File: config.mk
export PLATFORM = sky130hd
export DESIGN_NAME = coin_credit_fsm
export DESIGN_NICKNAME = d
export VERILOG_FILES = /design/src/rtl/coin_credit_fsm.sv
export SDC_FILE = /design/constraint.sdc
export NUM_CORES = 1
export LEC_CHECK = 0
export BUFFER_PORTS_ARGS = -buffer_cell sky130_fd_sc_hd__clkbuf_2
export CAP_MARGIN = 0
export CORE_MARGIN = 2
export CORE_UTILIZATION = 63
export DETAILED_ROUTE_END_ITERATION = 16
export GPL_TIMING_DRIVEN = 0
export PLACE_DENSITY = 0.87
export SLEW_MARGIN = 10
export SYNTH_ARGS = -nofsm -noshare
export SYNTH_HDL_FRONTEND = slang
export SYNTH_SLANG_ARGS = --single-unit
File: constraint.sdc
create_clock -name CLK -period 7.1 [get_ports CLK]
set_input_delay 0.355 -clock CLK [delete_from_list [all_inputs] [get_ports CLK]]
set_output_delay 0.355 -clock CLK [all_outputs]
set_load 0.005 [all_outputs]
File: src/rtl/coin_credit_fsm.sv
// Payment stage ahead of the dispenser: counts coins into credit, validates a
// selection against its price, hands off a paid command and pays back change.
module coin_credit_fsm #(
  parameter int CW         = 4,
  parameter int MAX_CREDIT = 15,
  parameter int PRICE0     = 5,
  parameter int PRICE1     = 7,
  parameter int PRICE2     = 10,
  parameter int PRICE3     = 12,
  parameter int CHG_PERIOD = 4,
  parameter int VEND_TO    = 255
) (
  input  logic          CLK,
  input  logic          RESET,
  input  logic [1:0]    COIN,
  input  logic [1:0]    SEL,
  input  logic          SEL_V,
  input  logic          CANCEL,
  input  logic          DONE,
  output logic [CW-1:0] CREDIT,
  output logic          PAID,
  output logic [1:0]    PROD,
  output logic          CHG_PULSE,
  output logic          REJECT,
  output logic          LOW_CREDIT,
  output logic          FAULT,
  output logic [2:0]    STATE
);

  localparam logic [2:0] S_IDLE   = 3'd0;
  localparam logic [2:0] S_ACCUM  = 3'd1;
  localparam logic [2:0] S_VEND   = 3'd2;
  localparam logic [2:0] S_CHANGE = 3'd3;
  localparam logic [2:0] S_FAULT  = 3'd4;

  localparam int TW = $clog2(VEND_TO + 1);
  localparam int DW = (CHG_PERIOD > 1) ? $clog2(CHG_PERIOD) : 1;
  localparam logic [TW-1:0] TIMER_LAST = TW'(VEND_TO - 1);
  localparam logic [DW-1:0] DIV_LAST   = DW'(CHG_PERIOD - 1);
  localparam logic [CW:0]   CREDIT_CAP = (CW+1)'(MAX_CREDIT);

  logic [1:0]    coin_q;
  logic [TW-1:0] timer;
  logic [DW-1:0] div;

  logic [2:0]    state_n;
  logic [CW-1:0] credit_n;
  logic [1:0]    prod_n;
  logic [TW-1:0] timer_n;
  logic [DW-1:0] div_n;
  logic          chg_n;
  logic          rej_n;
  logic          low_n;

  logic          coin_evt;
  logic [2:0]    coin_val;
  logic [CW:0]   coin_sum;
  logic [CW:0]   sel_price;

  function automatic logic [CW:0] price_of(input logic [1:0] s);
    case (s)
      2'd0:    price_of = (CW+1)'(PRICE0);
      2'd1:    price_of = (CW+1)'(PRICE1);
      2'd2:    price_of = (CW+1)'(PRICE2);
      default: price_of = (CW+1)'(PRICE3);
    endcase
  endfunction

  // One event per insertion: only the idle-to-nonzero transition counts.
  assign coin_evt  = (coin_q == 2'b00) && (COIN != 2'b00);
  assign coin_sum  = {1'b0, CREDIT} + (CW+1)'(coin_val);
  assign sel_price = price_of(SEL);

  always_comb begin
    case (COIN)
      2'b01:   coin_val = 3'd1;
      2'b10:   coin_val = 3'd2;
      2'b11:   coin_val = 3'd5;
      default: coin_val = 3'd0;
    endcase
  end

  always_comb begin
    state_n  = STATE;
    credit_n = CREDIT;
    prod_n   = PROD;
    timer_n  = timer;
    div_n    = div;
    chg_n    = 1'b0;
    rej_n    = 1'b0;
    low_n    = 1'b0;
    case (STATE)
      S_IDLE: begin
        if (coin_evt) begin
          credit_n = CW'(coin_val);
          state_n  = S_ACCUM;
        end
        low_n = SEL_V;
      end
      S_ACCUM: begin
        if (CANCEL) begin
          rej_n   = coin_evt;
          div_n   = '0;
          state_n = S_CHANGE;
        end else if (SEL_V) begin
          rej_n = coin_evt;
          if ({1'b0, CREDIT} >= sel_price) begin
            credit_n = CW'({1'b0, CREDIT} - sel_price);
            prod_n   = SEL;
            timer_n  = '0;
            state_n  = S_VEND;
          end else begin
            low_n = 1'b1;
          end
        end else if (coin_evt) begin
          if (coin_sum > CREDIT_CAP) rej_n = 1'b1;
          else                       credit_n = coin_sum[CW-1:0];
        end
      end
      S_VEND: begin
        rej_n = coin_evt;
        if (DONE) begin
          div_n   = '0;
          state_n = (CREDIT != '0) ? S_CHANGE : S_IDLE;
        end else if (timer == TIMER_LAST) begin
          state_n = S_FAULT;
        end else begin
          timer_n = timer + TW'(1);
        end
      end
      S_CHANGE: begin
        rej_n = coin_evt;
        // Zero credit covers both cancel-on-empty and the cycle after the last pulse.
        if (CREDIT == '0) begin
          state_n = S_IDLE;
        end else if (div == DIV_LAST) begin
          chg_n    = 1'b1;
          credit_n = CREDIT - CW'(1);
          div_n    = '0;
        end else begin
          div_n = div + DW'(1);
        end
      end
      S_FAULT: begin
        rej_n = coin_evt;
      end
      default: begin
        state_n = S_IDLE;
      end
    endcase
  end

  always_ff @(posedge CLK or negedge RESET) begin
    if (!RESET) begin
      STATE      <= S_IDLE;
      CREDIT     <= '0;
      PROD       <= 2'b00;
      coin_q     <= 2'b00;
      timer      <= '0;
      div        <= '0;
      PAID       <= 1'b0;
      CHG_PULSE  <= 1'b0;
      REJECT     <= 1'b0;
      LOW_CREDIT <= 1'b0;
      FAULT      <= 1'b0;
    end else begin
      STATE      <= state_n;
      CREDIT     <= credit_n;
      PROD       <= prod_n;
      coin_q     <= COIN;
      timer      <= timer_n;
      div        <= div_n;
      PAID       <= (state_n == S_VEND);
      CHG_PULSE  <= chg_n;
      REJECT     <= rej_n;
      LOW_CREDIT <= low_n;
      FAULT      <= (state_n == S_FAULT);
    end
  end

endmodule

==> out/metrics.csv <==
stage;metric;value;unit
critical_path;CP max stage cell;a21oi_1;
floorplan;Initial Utilization;64.8;%
yosys;mapped cell area;1930;µm²
sta;Hold Vio Cnt, Final;0;
yosys;post-synthesis register bit count;26;
power_and_ir_drop;PwrDens;359;nW/µm²
critical_path;CP Class;reg2reg;
drt;DRT Pass-1 Iters;4;
cts;Clock Sinks;26;
layout;Layout area overhead;9.72;%
sta;Setup Skew;0.00504;ns
layout;Final nets;268;
placed_design;# port buffers;22;
drt;number of routed nets with antenna violations;0;
floorplan;row count;20;
critical_path;Setup crit end kind;register;
cts;CTS max path bufs;2;
yosys;asr flop ratio synth;100;%
cts;clock buffer count from CTS;3;
cts;H-tree depth;1;
placed_design;RePlAce Congestion;0.850;
sta;Max Clk Rate;0.374;GHz
critical_path;crit start category;register;
placed_design;DP HPWL;2990;µm
sta;minimum clock period;2.67;ns
sta;setup slack after layout;4.43;ns
drt;Routed WL;3970;µm
cts;clk slew on worst S/H paths;0.15;ns
layout;layout cell share with drive strength beyond 1;17.6;%
drt;initial DRC count;80;
power_and_ir_drop;Power Total;0.000761;W
grt;Overflow after GRT;0;
power_and_ir_drop;Leakage Power;1.03;nW
grt;vias in the first global route;1588;
drt;via count;1644;
cts;post-CTS setup buffers;0;
layout;Layout fillers;231;
critical_path;Crit path buffers/inverters;1;
drt;Vias/cell;6.04;
layout;ANT cells;0;
drt;Remaining DRCs;0;
critical_path;Reg2Reg Setup Slack;4.43;ns
grt;first-pass GRT wire length;6780;µm
critical_path;CP max FO;8;
yosys;Synth Flop Type;dfrtp_1;
power_and_ir_drop;maximum VDD drop;0.211;mV
floorplan;Top Ports;23;
yosys;syn_nets;241;
critical_path;WP data required;7.34;ns
critical_path;CP max stage delay;0.50;ns
grt;Tot GR Track Use;24.9;%
cts;clk_lat worst skew;0.34;ns
drt;wire per inst;14.6;µm
sta;Slew Limit Headroom;57.5;%
hold_path;min-delay worst type;in2async;
sta;Fin Setup TNS;0;ns
sta;RSZ-0062 raised after global routing;false;
outcome;outcome;complete, no violations;
sta;final setup fails;0;
sta;Slew Limit Fails;0;
cts;post-CTS sizing;0;
sta;Slew @ Worst Pin;0.637;ns
critical_path;critical path cell sequence;inv_1, ha_1, nand2b_1, a2111o_1, a21oi_1, or3_4, mux2_4;
yosys;count of cell types in the netlist;47;
grt;initial antenna violation count;0;
cts;CTS tree;yes;
critical_path;Worst EP arrival;2.91;ns
yosys;post-synthesis sequential area ratio;33.7;%
yosys;number of synthesized flops with an enable pin;0;
yosys;Yosys warning count;0;
sta;Final period util;37.6;%
placed_design;Place WS;4.13;ns
run;max cap viols;0;
yosys;Post-Syn Area per Cell;9.06;µm²
floorplan;chip height;59.4;µm
floorplan;DIE WIDTH;59.4;µm
floorplan;die area;3520;µm²
cts;CTS Hold Bufs;0;
floorplan;Core Box Area;2980;µm²
layout;final core occ;71.1;%
grt;largest net degree at the start of global routing;27;
yosys;Cells after Synth;213;
critical_path;CP delay by family, top;compound AO/OA/AOI/OAI gates;
cts;CTS root buf;clkbuf_4;
## flip-flops by register name, summed over array words and instances (netlist names), 2 cells and up
signal and flops:
CREDIT 4, PROD 2, STATE 3, coin_q 2, div 2, timer 8
## worst paths after layout
check	start	end	cells after the start
min	RESET	CREDIT[0]	1
min reg2reg	PROD[1]	PROD[1]	2
max	CREDIT[0]	timer[1]	7
max reg2reg	CREDIT[0]	timer[1]	7
min in group CLK	COIN[1]	coin_q[1]	1
max in group asynchronous	RESET	timer[5]	1
## power breakdown
group,switching [W],total [W],internal [W]
clock,0.0000475,0.0000790,0.0000315
sequential,0.0000480,0.000234,0.000186
combinational,0.000249,0.000448,0.000199
## final cells by class
type	instances	area (µm²)	area share (%)
plain buffers	7	32.5	1.54
clock buffers	4	36.3	1.71
inverters	18	67.6	3.19
multi-input cells	162	1180	55.7
flip-flops and latches	26	651	30.7
well taps	33	41.3	1.95
repair buffers	22	110	5.20
## per-stage QoR
stage,hold WS [ns],std cells,instance area (µm²)
2_1_floorplan,0.0594,213,1930
3_3_place_gp,0.398,268,2080
3_5_place_dp,0.407,268,2080
4_1_cts,0.0278,272,2120
5_1_grt,0.0540,272,2120
6_report,0.00386,272,2120
## cell families after synthesis
logic type      Yosys count  synth area share, %
compound gates           42                 15.2
fa+ha+maj                19                 13.1
simple gates             85                 24.1
buf+inv                  25                 5.18
xor+xnor                  3                 1.36
flops                    26                 33.7
mux                      13                 7.32
## cells in the mapped netlist, types with 3 or more instances
cell type / n / area, µm²
dfrtp_1: 26 / 651
nand2_1: 19 / 71.3
inv_1: 18 / 67.6
ha_1: 17 / 213
nor2_1: 14 / 52.6
a21oi_1: 11 / 55.1
nand3_1: 11 / 55.1
mux2i_1: 10 / 100
o21ai_0: 8 / 40.0
nand2b_1: 7 / 43.8
nor3_1: 6 / 30.0
nor2b_1: 5 / 31.3
nor4_1: 5 / 31.3
clkbuf_1: 4 / 15.0
a21o_1: 3 / 22.5
a31oi_1: 3 / 18.8
nor4b_1: 3 / 26.3
## per-layer routing
layer	vias to the layer above	track usage (%)	part of all wire, %
li1	812	-	-
met1	758	32.4	46
met2	65	40.8	47
met3	9	3.06	5.1
met4	0	12.3	1.9
met5	-	0	0
## placed cells by master (no fill, tap or decap), drive strengths merged, types with 2 or more instances in the layout
cell     n
inv     18
or2      3
nand2   19
a211o    2
nor3b    3
a211oi   2
a31oi    3
nor3     7
nand3   11
or3      3
xnor2    2
nor2    15
clkbuf  30
nor4     5
fa       2
a21o     3
a21oi   11
buf      3
nand2b   7
nor4b    3
mux2i   10
dfrtp   26
o21ai    8
o32ai    4
mux2     3
ha      17
o22ai    2
nor2b    5
o21a     2
No activity file was read; power rests on OpenSTA's default activity.
